`src/rtl/multicycle_control_unit_if.sv`:
```
// Control bundle between the multicycle RV32I controller and its datapath/memory.
// The master side is the controller: it consumes instruction fields and status
// flags and produces selects, strobes and the ALU operation code.
interface multicycle_control_unit_if #(
    parameter int ALU_CTRL_WIDTH = 4
);
    // Instruction fields and datapath/memory status
    logic [6:0]                op;
    logic [2:0]                funct3;
    logic                      funct7b5;
    logic                      Zero;
    logic                      mem_ready;

    // Datapath controls and strobes
    logic                      mem_req;
    logic                      PCWrite;
    logic                      AdrSrc;
    logic                      MemWrite;
    logic                      IRWrite;
    logic                      RegWrite;
    logic [1:0]                ResultSrc;
    logic [1:0]                ALUSrcA;
    logic [1:0]                ALUSrcB;
    logic [2:0]                ImmSrc;
    logic [ALU_CTRL_WIDTH-1:0] ALUControl;
    logic                      illegal;

    modport master (
        input  op, funct3, funct7b5, Zero, mem_ready,
        output mem_req, PCWrite, AdrSrc, MemWrite, IRWrite, RegWrite,
               ResultSrc, ALUSrcA, ALUSrcB, ImmSrc, ALUControl, illegal
    );

    modport slave (
        output op, funct3, funct7b5, Zero, mem_ready,
        input  mem_req, PCWrite, AdrSrc, MemWrite, IRWrite, RegWrite,
               ResultSrc, ALUSrcA, ALUSrcB, ImmSrc, ALUControl, illegal
    );
endinterface

```
`src/rtl/multicycle_control_unit.sv`:
```
// Main controller of the multicycle RV32I core. A state register sequences
// FETCH..WB; every control output is decoded from the current state and the
// live inputs so that handshake strobes (IRWrite, MemWrite, PCWrite) can react
// to mem_ready/Zero within the same cycle. Unsupported encodings park the
// machine in an absorbing ILLEGAL state until reset.
module multicycle_control_unit #(
    parameter int ALU_CTRL_WIDTH = 4
) (
    input  logic                        clk,
    input  logic                        rst,
    multicycle_control_unit_if.master   bus
);
    typedef enum logic [3:0] {
        S_FETCH, S_DECODE, S_MEMADR, S_MEMREAD, S_MEMWB, S_MEMWRITE,
        S_EXECR, S_EXECI, S_ALUWB, S_BRANCH, S_JAL, S_JALR1, S_JALR2,
        S_LUI, S_AUIPC, S_ILLEGAL
    } state_t;

    localparam logic [6:0] OP_LOAD   = 7'b0000011;
    localparam logic [6:0] OP_STORE  = 7'b0100011;
    localparam logic [6:0] OP_RTYPE  = 7'b0110011;
    localparam logic [6:0] OP_ITYPE  = 7'b0010011;
    localparam logic [6:0] OP_BRANCH = 7'b1100011;
    localparam logic [6:0] OP_JAL    = 7'b1101111;
    localparam logic [6:0] OP_JALR   = 7'b1100111;
    localparam logic [6:0] OP_LUI    = 7'b0110111;
    localparam logic [6:0] OP_AUIPC  = 7'b0010111;

    localparam logic [ALU_CTRL_WIDTH-1:0] ALU_ADD   = ALU_CTRL_WIDTH'(4'b0000);
    localparam logic [ALU_CTRL_WIDTH-1:0] ALU_SUB   = ALU_CTRL_WIDTH'(4'b0001);
    localparam logic [ALU_CTRL_WIDTH-1:0] ALU_AND   = ALU_CTRL_WIDTH'(4'b0010);
    localparam logic [ALU_CTRL_WIDTH-1:0] ALU_OR    = ALU_CTRL_WIDTH'(4'b0011);
    localparam logic [ALU_CTRL_WIDTH-1:0] ALU_PASSB = ALU_CTRL_WIDTH'(4'b0100);
    localparam logic [ALU_CTRL_WIDTH-1:0] ALU_XOR   = ALU_CTRL_WIDTH'(4'b0101);
    localparam logic [ALU_CTRL_WIDTH-1:0] ALU_SLT   = ALU_CTRL_WIDTH'(4'b0110);
    localparam logic [ALU_CTRL_WIDTH-1:0] ALU_SRL   = ALU_CTRL_WIDTH'(4'b0111);
    localparam logic [ALU_CTRL_WIDTH-1:0] ALU_SRA   = ALU_CTRL_WIDTH'(4'b1000);
    localparam logic [ALU_CTRL_WIDTH-1:0] ALU_SLTU  = ALU_CTRL_WIDTH'(4'b1001);
    localparam logic [ALU_CTRL_WIDTH-1:0] ALU_SLL   = ALU_CTRL_WIDTH'(4'b1010);

    localparam logic [2:0] IMM_I = 3'b000;
    localparam logic [2:0] IMM_S = 3'b001;
    localparam logic [2:0] IMM_B = 3'b010;
    localparam logic [2:0] IMM_J = 3'b011;
    localparam logic [2:0] IMM_U = 3'b100;

    localparam logic [1:0] SRC_A_PC    = 2'b00;
    localparam logic [1:0] SRC_A_OLDPC = 2'b01;
    localparam logic [1:0] SRC_A_RD1   = 2'b10;
    localparam logic [1:0] SRC_B_RD2   = 2'b00;
    localparam logic [1:0] SRC_B_IMM   = 2'b01;
    localparam logic [1:0] SRC_B_FOUR  = 2'b10;
    localparam logic [1:0] RES_ALUOUT  = 2'b00;
    localparam logic [1:0] RES_DATA    = 2'b01;
    localparam logic [1:0] RES_ALURES  = 2'b10;

    // Shared R/I arithmetic decode; only register ops honour funct7b5 for SUB,
    // while both honour it for the SRL/SRA choice.
    function automatic logic [ALU_CTRL_WIDTH-1:0] alu_decode(
        input logic [2:0] f3, input logic f7b5, input logic is_reg);
        logic [ALU_CTRL_WIDTH-1:0] code;
        case (f3)
            3'b000:  code = (is_reg && f7b5) ? ALU_SUB : ALU_ADD;
            3'b001:  code = ALU_SLL;
            3'b010:  code = ALU_SLT;
            3'b011:  code = ALU_SLTU;
            3'b100:  code = ALU_XOR;
            3'b101:  code = f7b5 ? ALU_SRA : ALU_SRL;
            3'b110:  code = ALU_OR;
            3'b111:  code = ALU_AND;
            default: code = ALU_ADD;
        endcase
        return code;
    endfunction

    state_t                    state_q, state_d;
    logic                      mem_req_s, pc_write_s, adr_src_s, mem_write_s;
    logic                      ir_write_s, reg_write_s, illegal_s;
    logic [1:0]                result_src_s, alu_src_a_s, alu_src_b_s;
    logic [2:0]                imm_src_s;
    logic [ALU_CTRL_WIDTH-1:0] alu_ctrl_s;

    // Next-state and control decode from current state and live inputs.
    always_comb begin
        state_d      = state_q;
        mem_req_s    = 1'b0;
        pc_write_s   = 1'b0;
        adr_src_s    = 1'b0;
        mem_write_s  = 1'b0;
        ir_write_s   = 1'b0;
        reg_write_s  = 1'b0;
        illegal_s    = 1'b0;
        result_src_s = RES_ALUOUT;
        alu_src_a_s  = SRC_A_PC;
        alu_src_b_s  = SRC_B_RD2;
        imm_src_s    = IMM_I;
        alu_ctrl_s   = ALU_ADD;
        case (state_q)
            S_FETCH: begin
                mem_req_s    = 1'b1;
                alu_src_b_s  = SRC_B_FOUR;
                result_src_s = RES_ALURES;
                ir_write_s   = bus.mem_ready;
                pc_write_s   = bus.mem_ready;
                if (bus.mem_ready) state_d = S_DECODE;
                else               state_d = S_FETCH;
            end
            S_DECODE: begin
                // ALUOut captures OldPC+imm here for branch/jal targets.
                alu_src_a_s = SRC_A_OLDPC;
                alu_src_b_s = SRC_B_IMM;
                case (bus.op)
                    OP_BRANCH: imm_src_s = IMM_B;
                    OP_JAL:    imm_src_s = IMM_J;
                    default:   imm_src_s = IMM_I;
                endcase
                case (bus.op)
                    OP_LOAD, OP_STORE: state_d = S_MEMADR;
                    OP_RTYPE:          state_d = S_EXECR;
                    OP_ITYPE:          state_d = S_EXECI;
                    OP_BRANCH:         state_d = S_BRANCH;
                    OP_JAL:            state_d = S_JAL;
                    OP_JALR:           state_d = S_JALR1;
                    OP_LUI:            state_d = S_LUI;
                    OP_AUIPC:          state_d = S_AUIPC;
                    default:           state_d = S_ILLEGAL;
                endcase
            end
            S_MEMADR: begin
                alu_src_a_s = SRC_A_RD1;
                alu_src_b_s = SRC_B_IMM;
                if (bus.op == OP_STORE) begin
                    imm_src_s = IMM_S;
                    state_d   = S_MEMWRITE;
                end else begin
                    imm_src_s = IMM_I;
                    state_d   = S_MEMREAD;
                end
            end
            S_MEMREAD: begin
                mem_req_s = 1'b1;
                adr_src_s = 1'b1;
                if (bus.mem_ready) state_d = S_MEMWB;
                else               state_d = S_MEMREAD;
            end
            S_MEMWB: begin
                result_src_s = RES_DATA;
                reg_write_s  = 1'b1;
                state_d      = S_FETCH;
            end
            S_MEMWRITE: begin
                mem_req_s   = 1'b1;
                adr_src_s   = 1'b1;
                mem_write_s = bus.mem_ready;
                if (bus.mem_ready) state_d = S_FETCH;
                else               state_d = S_MEMWRITE;
            end
            S_EXECR: begin
                alu_src_a_s = SRC_A_RD1;
                alu_src_b_s = SRC_B_RD2;
                alu_ctrl_s  = alu_decode(bus.funct3, bus.funct7b5, 1'b1);
                state_d     = S_ALUWB;
            end
            S_EXECI: begin
                alu_src_a_s = SRC_A_RD1;
                alu_src_b_s = SRC_B_IMM;
                alu_ctrl_s  = alu_decode(bus.funct3, bus.funct7b5, 1'b0);
                state_d     = S_ALUWB;
            end
            S_ALUWB: begin
                reg_write_s = 1'b1;
                state_d     = S_FETCH;
            end
            S_BRANCH: begin
                alu_src_a_s = SRC_A_RD1;
                alu_src_b_s = SRC_B_RD2;
                state_d     = S_FETCH;
                // Zero reflects the comparison: SUB==0 means equal, SLT(U)==0 means not less.
                case (bus.funct3)
                    3'b000:  begin alu_ctrl_s = ALU_SUB;  pc_write_s = bus.Zero;  end
                    3'b001:  begin alu_ctrl_s = ALU_SUB;  pc_write_s = ~bus.Zero; end
                    3'b100:  begin alu_ctrl_s = ALU_SLT;  pc_write_s = ~bus.Zero; end
                    3'b101:  begin alu_ctrl_s = ALU_SLT;  pc_write_s = bus.Zero;  end
                    3'b110:  begin alu_ctrl_s = ALU_SLTU; pc_write_s = ~bus.Zero; end
                    3'b111:  begin alu_ctrl_s = ALU_SLTU; pc_write_s = bus.Zero;  end
                    default: state_d = S_ILLEGAL;
                endcase
            end
            S_JAL: begin
                alu_src_a_s = SRC_A_OLDPC;
                alu_src_b_s = SRC_B_FOUR;
                pc_write_s  = 1'b1;
                state_d     = S_ALUWB;
            end
            S_JALR1: begin
                alu_src_a_s = SRC_A_RD1;
                alu_src_b_s = SRC_B_IMM;
                state_d     = S_JALR2;
            end
            S_JALR2: begin
                // PC takes the target latched in ALUOut while OldPC+4 is formed for rd.
                alu_src_a_s = SRC_A_OLDPC;
                alu_src_b_s = SRC_B_FOUR;
                pc_write_s  = 1'b1;
                state_d     = S_ALUWB;
            end
            S_LUI: begin
                alu_src_b_s = SRC_B_IMM;
                imm_src_s   = IMM_U;
                alu_ctrl_s  = ALU_PASSB;
                state_d     = S_ALUWB;
            end
            S_AUIPC: begin
                alu_src_a_s = SRC_A_OLDPC;
                alu_src_b_s = SRC_B_IMM;
                imm_src_s   = IMM_U;
                state_d     = S_ALUWB;
            end
            S_ILLEGAL: begin
                illegal_s = 1'b1;
                state_d   = S_ILLEGAL;
            end
            default: begin
                illegal_s = 1'b1;
                state_d   = S_ILLEGAL;
            end
        endcase
    end

    // State register; reset returns to FETCH immediately.
    always_ff @(posedge clk or posedge rst) begin
        if (rst) state_q <= S_FETCH;
        else     state_q <= state_d;
    end

    // Strobes and the illegal flag are held low for as long as reset is asserted.
    assign bus.mem_req    = mem_req_s   & ~rst;
    assign bus.PCWrite    = pc_write_s  & ~rst;
    assign bus.MemWrite   = mem_write_s & ~rst;
    assign bus.IRWrite    = ir_write_s  & ~rst;
    assign bus.RegWrite   = reg_write_s & ~rst;
    assign bus.illegal    = illegal_s   & ~rst;
    assign bus.AdrSrc     = adr_src_s;
    assign bus.ResultSrc  = result_src_s;
    assign bus.ALUSrcA    = alu_src_a_s;
    assign bus.ALUSrcB    = alu_src_b_s;
    assign bus.ImmSrc     = imm_src_s;
    assign bus.ALUControl = alu_ctrl_s;
endmodule
```
`src/flat_wrapper.sv`:
```
// flat-port wrapper written by rule: the top's interface ports become plain ports
module multicycle_control_unit_flat 
#(
    parameter int ALU_CTRL_WIDTH = 4
)
  (clk, rst, bus_op, bus_funct3, bus_funct7b5, bus_Zero, bus_mem_ready, bus_mem_req, bus_PCWrite, bus_AdrSrc, bus_MemWrite, bus_IRWrite, bus_RegWrite, bus_ResultSrc, bus_ALUSrcA, bus_ALUSrcB, bus_ImmSrc, bus_ALUControl, bus_illegal);
  multicycle_control_unit_if #(.ALU_CTRL_WIDTH(ALU_CTRL_WIDTH)) bus_i ();
  input  logic clk;
  input  logic rst;
  input wire logic [$bits(bus_i.op)-1:0] bus_op;
  input wire logic [$bits(bus_i.funct3)-1:0] bus_funct3;
  input wire logic [$bits(bus_i.funct7b5)-1:0] bus_funct7b5;
  input wire logic [$bits(bus_i.Zero)-1:0] bus_Zero;
  input wire logic [$bits(bus_i.mem_ready)-1:0] bus_mem_ready;
  output wire logic [$bits(bus_i.mem_req)-1:0] bus_mem_req;
  output wire logic [$bits(bus_i.PCWrite)-1:0] bus_PCWrite;
  output wire logic [$bits(bus_i.AdrSrc)-1:0] bus_AdrSrc;
  output wire logic [$bits(bus_i.MemWrite)-1:0] bus_MemWrite;
  output wire logic [$bits(bus_i.IRWrite)-1:0] bus_IRWrite;
  output wire logic [$bits(bus_i.RegWrite)-1:0] bus_RegWrite;
  output wire logic [$bits(bus_i.ResultSrc)-1:0] bus_ResultSrc;
  output wire logic [$bits(bus_i.ALUSrcA)-1:0] bus_ALUSrcA;
  output wire logic [$bits(bus_i.ALUSrcB)-1:0] bus_ALUSrcB;
  output wire logic [$bits(bus_i.ImmSrc)-1:0] bus_ImmSrc;
  output wire logic [$bits(bus_i.ALUControl)-1:0] bus_ALUControl;
  output wire logic [$bits(bus_i.illegal)-1:0] bus_illegal;
  assign bus_i.op = bus_op;
  assign bus_i.funct3 = bus_funct3;
  assign bus_i.funct7b5 = bus_funct7b5;
  assign bus_i.Zero = bus_Zero;
  assign bus_i.mem_ready = bus_mem_ready;
  assign bus_mem_req = bus_i.mem_req;
  assign bus_PCWrite = bus_i.PCWrite;
  assign bus_AdrSrc = bus_i.AdrSrc;
  assign bus_MemWrite = bus_i.MemWrite;
  assign bus_IRWrite = bus_i.IRWrite;
  assign bus_RegWrite = bus_i.RegWrite;
  assign bus_ResultSrc = bus_i.ResultSrc;
  assign bus_ALUSrcA = bus_i.ALUSrcA;
  assign bus_ALUSrcB = bus_i.ALUSrcB;
  assign bus_ImmSrc = bus_i.ImmSrc;
  assign bus_ALUControl = bus_i.ALUControl;
  assign bus_illegal = bus_i.illegal;
  multicycle_control_unit #(.ALU_CTRL_WIDTH(ALU_CTRL_WIDTH)) u_core (.clk(clk), .rst(rst), .bus(bus_i));
endmodule
```
`config.mk`:
```
export PLATFORM = sky130hd
export DESIGN_NAME = multicycle_control_unit_flat
export DESIGN_NICKNAME = d
export VERILOG_FILES = /design/src/rtl/multicycle_control_unit_if.sv /design/src/rtl/multicycle_control_unit.sv /design/src/flat_wrapper.sv
export SDC_FILE = /design/constraint.sdc
export NUM_CORES = 1
export LEC_CHECK = 0
export BUFFER_PORTS_ARGS = -buffer_cell sky130_fd_sc_hd__buf_2
export CELL_PAD_IN_SITES_DETAIL_PLACEMENT = 1
export CELL_PAD_IN_SITES_GLOBAL_PLACEMENT = 1
export CORE_MARGIN = 4
export CORE_UTILIZATION = 35
export CTS_CLUSTER_DIAMETER = 30
export CTS_CLUSTER_SIZE = 16
export DETAILED_ROUTE_END_ITERATION = 10
export GPL_ROUTABILITY_DRIVEN = 0
export GPL_TIMING_DRIVEN = 0
export PLACE_DENSITY_LB_ADDON = 0.25
export SYNTH_ARGS = -nofsm -noshare
export SYNTH_HDL_FRONTEND = slang
export SYNTH_SLANG_ARGS = --single-unit
export TNS_END_PERCENT = 10
```
`constraint.sdc`:
```
create_clock -name clk -period 2.2 [get_ports clk]
set_input_delay 0.11 -clock clk [delete_from_list [all_inputs] [get_ports clk]]
set_output_delay 0.11 -clock clk [all_outputs]
set_load 0.01 [all_outputs]
```
Word-level counts from Yosys, hierarchy flattened
Cells that the tools add are included.
{ "op_classes": {"n_addsub": 0, "multipliers": 0, "n_div": 0, "order_cmp": 0, "eq_ne": 31, "shifts": 0, "mux": 27, "bitwise_logic": 8, "n_reduce_logical": 19} }
{ "ops": {"columns": ["operator", "n"], "rows": [
  ["4-bit case mux with 8 select lines", 3],
  ["4-bit case mux with 10 select lines", 1],
  ["4-bit == test, second input constant", 8],
  ["7-bit by 6-bit == test with 1-bit output, second input constant", 3],
  ["7-bit == test, second input constant", 3],
  ["6-bit OR reduction", 3],
  ["4-bit by 3-bit == test with 1-bit output, second input constant", 4],
  ["2-bit case mux with 2 select lines", 4],
  ["4-bit case mux with 4 select lines", 1],
  ["2-bit OR reduction", 8],
  ["7-bit by 5-bit == test with 1-bit output, second input constant", 2],
  ["3-bit == test, second input constant", 4],
  ["4-bit case mux with 3 select lines", 1],
  ["3-bit OR reduction", 4],
  ["1-bit 2-to-1 mux", 9],
  ["3-bit 2-to-1 mux", 3],
  ["3-bit case mux with 3 select lines", 1],
  ["4-bit by 2-bit == test with 1-bit output, second input constant", 2],
  ["4-bit 2-to-1 mux", 2],
  ["7-bit by 2-bit == test with 1-bit output, second input constant", 1],
  ["1-bit bitwise AND", 6],
  ["3-bit by 2-bit == test with 1-bit output, second input constant", 2],
  ["5-bit OR reduction", 1],
  ["4-bit by 1-bit == test with 1-bit output, second input constant", 1],
  ["other kinds (7)", 8]
]} }
{ "totals": {"reg_bits": 4, "latchBits": 0, "mem_bits_rw": 0, "rom_bits": 0, "input_bits": 15, "output_inout_bits": 20, "word_cells": 86, "mem_count": 0} }

Longest topological paths before layout
{ "logic_depth": {"depth_word": 5, "mapped_depth": 5, "mapped_depth_nobuf": 4} }

Least setup slack after synthesis
OpenSTA, ideal clock, no wires.
{ "synth_timing": {"path_type": "reg-to-output", "startpoint": "reg u_core.state_q[2]", "endpoint": "out bus_IRWrite", "arrival_time_ns": 1.345, "required_time_ns": 2.090, "path_slack_ns": 0.745, "stages_incl_launch_ff": 5, "path_buffers": 1, "path_cell_list": "dfrtp_1 > or2_1 > clkbuf_1 > nor3_1 > and3_1"} }
{ "synth_via": {"elab_chain_cells": 3} }
{ "synth_rtl": {"columns": ["element", "line", "text"], "rows": [
  ["start: declaration", "multicycle_control_unit.sv:76", "state_t state_q, state_d;"],
  ["start signal: assignment", "multicycle_control_unit.sv:233", "else state_q <= state_d;"],
  ["4-bit zero test", "multicycle_control_unit.sv:98", "case (state_q)"],
  ["1-bit 2-to-1 mux", "multicycle_control_unit.sv:98", null],
  ["1-bit bitwise AND", "multicycle_control_unit.sv:240", "assign bus.IRWrite = ir_write_s & ~rst;"],
  ["end: declaration", "flat_wrapper.sv:19", "output wire logic [$bits(bus_i.IRWrite)-1:0] bus_IRWrite;"]
]} }
No other way between the ends.

Worst setup path in the final report
{ "layout_timing": {"startpoint": "reg u_core.state_q[2]", "endpoint": "out bus_PCWrite"} }
{ "layout_via": {"elab_chain_cells": 4, "elab_cells_between_ends": 7, "cone_classes": "eq/ne: 3; mux: 1; bitwise: 1; reduce/logical: 2"} }
{ "layout_rtl": {"columns": ["element", "line", "text"], "rows": [
  ["4-bit == test", "multicycle_control_unit.sv:98", null],
  ["2-bit OR reduction (no source line)", null, null],
  ["1-bit case mux with 3 select lines (*)", "multicycle_control_unit.sv:98", null],
  ["1-bit bitwise AND (*)", "multicycle_control_unit.sv:238", "assign bus.PCWrite = pc_write_s & ~rst;"],
  ["end: declaration", "flat_wrapper.sv:16", "output wire logic [$bits(bus_i.PCWrite)-1:0] bus_PCWrite;"]
]} }
Every way passes the cells marked *; elsewhere a longest branch is shown, timed or not.

==> flow_summary.yaml <==
worst_setup_path:
  worstSetupPathType: "flop to output pin"
  cp-end-kind: "output pin"
  cpPeakStageDelay_ps: 460
  critical_path.max_fanout: 10
  crit_path_start_kind: "flop"
  reg2regPathDepth: 5
  reg2reg_slack_ps: 690
  cell_breakdown_of_the_critical_path: "buf_4 > nor2_2 > nand2_1 > a221o_1 > a21oi_1 > buf_2"
  critPathArrivalTime_ps: 1710
  cp.required_ps: 2090
  critical_path.reg2reg.endpoint: "u_core.state_q[3]"
  regToRegStartpoint: "u_core.state_q[2]"
  timing.critical_path.slowest_stage_cell: "sky130_fd_sc_hd__dfrtp_1"
cts:
  cts.reportedPaths.clkPinSlew_ps: 30
  count_of_buffers_added_by_post_cts_timing_repair_for_setup: 0
  cts_root_buf: "sky130_fd_sc_hd__clkbuf_4"
  cts_tree: "yes"
  cts_h_tree_depth: 1
  clk_path_buf_depth: 2
  clk_latency_ps: 230
  clock_sinks: 4
  tritoncts.num_buffers: 3
grt:
  grt_start_max_net_pins: 11
  grt_pass1_vias: 1046
  globalRouteTotalUtil_pct: 18.1
  wire_length_of_the_first_global_routing_pass_um: 4860
  global_route.overflow_total: 0
  antenna_found_initial: 0
cells_and_area:
  areaGrowthSynthToFinish_pct: 26.5
  final.fill_count: 320
  largestRegisters: "u_core.state_q (4)"
  nets: 183
  registers.top_by_ff_count: "u_core.state_q"
  number_of_flip_flops_in_the_largest_register: 4
  count_of_antenna_diodes_in_the_layout: 0
  drive_above_1_share_pct: 27.1
placement:
  portBuffers: 32
  dp_worst_setup_slack_ps: 610
  hpwl_dp_um: 2230
floorplanning:
  initial_utilization_pct: 37.7
  fp-row-count: 17
  die-height_um: 57.5
  dieArea_mm2: 0.00331
  core_region_area_mm2: 0.00228
  die-width_um: 57.5
  design.portCount: 35
sta:
  grt_setup_unrepaired: "false"
  fin_ws_ps: 383
  final-max-slew-violation-count: 0
  finalSetupViolations: 0
  hold_viol_final: 0
  final_period_minus_worst_setup_slack_ps: 1820
  setup_tns_ps: 0
  slew_headroom_pct: 68.9
  fmax_mhz: 550
  tightest_slew_ps: 467
  finalClockSkew_ps: 3.35
  fin_crit_sh_pct: 82.6
routing:
  wl_per_cell_um: 14.5
  remaining_drc_errors: 0
  ant_nets: 0
  detail_route.vias_per_cell: 5.74
  vias: 1113
  drtIter0Drc: 20
  route.final.wire_length_um: 2820
  drt_pass1_iterations: 4
synth:
  postSynthAreaPerCell_um2: 6.60
  syn-instance-count: 130
  synth_top_flop_cell: "sky130_fd_sc_hd__dfrtp_1"
  postSynthRegisterBits: 4
  yosysTopAreaCellShare_pct: 11.7
  synth.top_cells.by_area: "sky130_fd_sc_hd__dfrtp_1 12%, sky130_fd_sc_hd__nor3_1 5.8%, sky130_fd_sc_hd__a21oi_1 5.2%"
  synth_area_leader_cell: "sky130_fd_sc_hd__dfrtp_1"
  postSynthNetCount: 145
  synth.yosys.warnings: 0
  synth-seq-area-share_pct: 11.7
  synth_area_um2: 858
  synthDistinctLibCells: 48
  asyncSetResetFlopFracSynth_pct: 100
  synth_enable_flop_cells: 0
power:
  power.ir.vdd_worst_v: 0.000665
  cellLeakagePower_nw: 0.497
  power-per-cell-area_mw_per_mm2: 1030
min_path:
  worst_hold_path.num_cells: 3
  min_from: "bus_op[4]"
  hold_end: "u_core.state_q[2]"
  hold_path.class: "input pin to flop"
status:
  outcome: "complete, no violations"
job:
  max-cap-violations: 0
-- worst max path at each step --
stage                                 start            end  slack (ps)  depth (start not counted)
after floorplan           u_core.state_q[2]    bus_IRWrite         750                          4
after global placement    u_core.state_q[2]    bus_PCWrite         640                          6
after detailed placement  u_core.state_q[2]    bus_PCWrite         610                          6
final                     u_core.state_q[2]    bus_PCWrite         380                          6
after CTS                 u_core.state_q[2]    bus_PCWrite         360                          6
after global routing      u_core.state_q[0]  bus_ImmSrc[0]         240                          6
-- through the flow --
step / power [W] / util, % / cell area (µm²) / hold slack [ps] / std cells
2_1_floorplan: 0.000757 / - / 858 / -110 / 130
3_5_place_dp: 0.00103 / 46.3 / 1050 / 72.6 / 190
3_3_place_gp: 0.00101 / 46.3 / 1050 / 60.5 / 190
4_1_cts: 0.00113 / 47.7 / 1090 / 238 / 194
5_1_grt: 0.00124 / 47.7 / 1090 / 282 / 194
6_report: 0.00112 / 47.7 / 1090 / 248 / 194
-- logic make-up after synthesis --
kind of cell / Yosys count / share of synthesized area, %
compound gates: 41 / 32.2
xor+xnor: 5 / 5.10
buf+inv: 16 / 8.02
flops: 4 / 11.7
simple gates: 64 / 43.0
-- routing by layer --
layer	vias up	global-route usage, %	share of wire (%)
li1	559	-	-
met1	535	25.7	46
met2	19	28.9	50
met3	0	1.36	3.3
met4	0	5.30	0
met5	-	0	0
-- critical path, delay by kind of cell (launching register included) --
family | cells | cell delay [ps]
buf+inv | 2 | 360
simple gates | 2 | 220
compound gates | 2 | 430
flops | 1 | 460
-- Yosys cell counts, drive strengths merged, types with 2 or more instances --
cell type / n
nand2: 11
inv: 6
a21oi: 9
nor3: 11
and4b: 2
dfrtp: 4
and2: 3
o21a: 2
o31ai: 2
o2111ai: 3
clkbuf: 5
nor4b: 2
o21ai: 10
o22ai: 3
nand3: 4
nor2: 12
nand2b: 4
nor2b: 4
buf: 5
xnor2: 4
nand3b: 2
-- power breakdown --
group / switching (W) / total (W) / leakage [nW] / internal [W]
logic: 0.000533 / 0.000882 / 0.432 / 0.000349
registers: 0.0000445 / 0.000151 / 0.0509 / 0.000107
clock network: 0.0000277 / 0.0000885 / 0.0138 / 0.0000609
-- layout make-up --
type                            count  area, µm²  area share [%]
Buffer                             10       46.3            4.26
Clock buffer                        3       22.5            2.07
Inverter                            6       22.5            2.07
Multi-Input combinational cell    110        689            63.5
Sequential cell                     4        100            9.22
Tap cell                           28       35.0            3.23
Timing Repair Buffer               33        170            15.7
-- cells in the final DEF (no fill, tap or decap), types with 5 or more instances in the layout --
| master | n |
|---|---|
| sky130_fd_sc_hd__clkbuf_1 | 5 |
| sky130_fd_sc_hd__inv_1 | 6 |
| sky130_fd_sc_hd__o21ai_0 | 6 |
| sky130_fd_sc_hd__nand2_1 | 11 |
| sky130_fd_sc_hd__buf_2 | 36 |
| sky130_fd_sc_hd__a21oi_1 | 9 |
| sky130_fd_sc_hd__nor2_1 | 11 |
| sky130_fd_sc_hd__nor3_1 | 10 |
-- what timing repair did --
action / CTS / global route
gates resized for setup: 0 / 0
hold endpoints to repair: 4 / 0
hold buffers: 1 / 0
(Power assumes the default switching activity.)
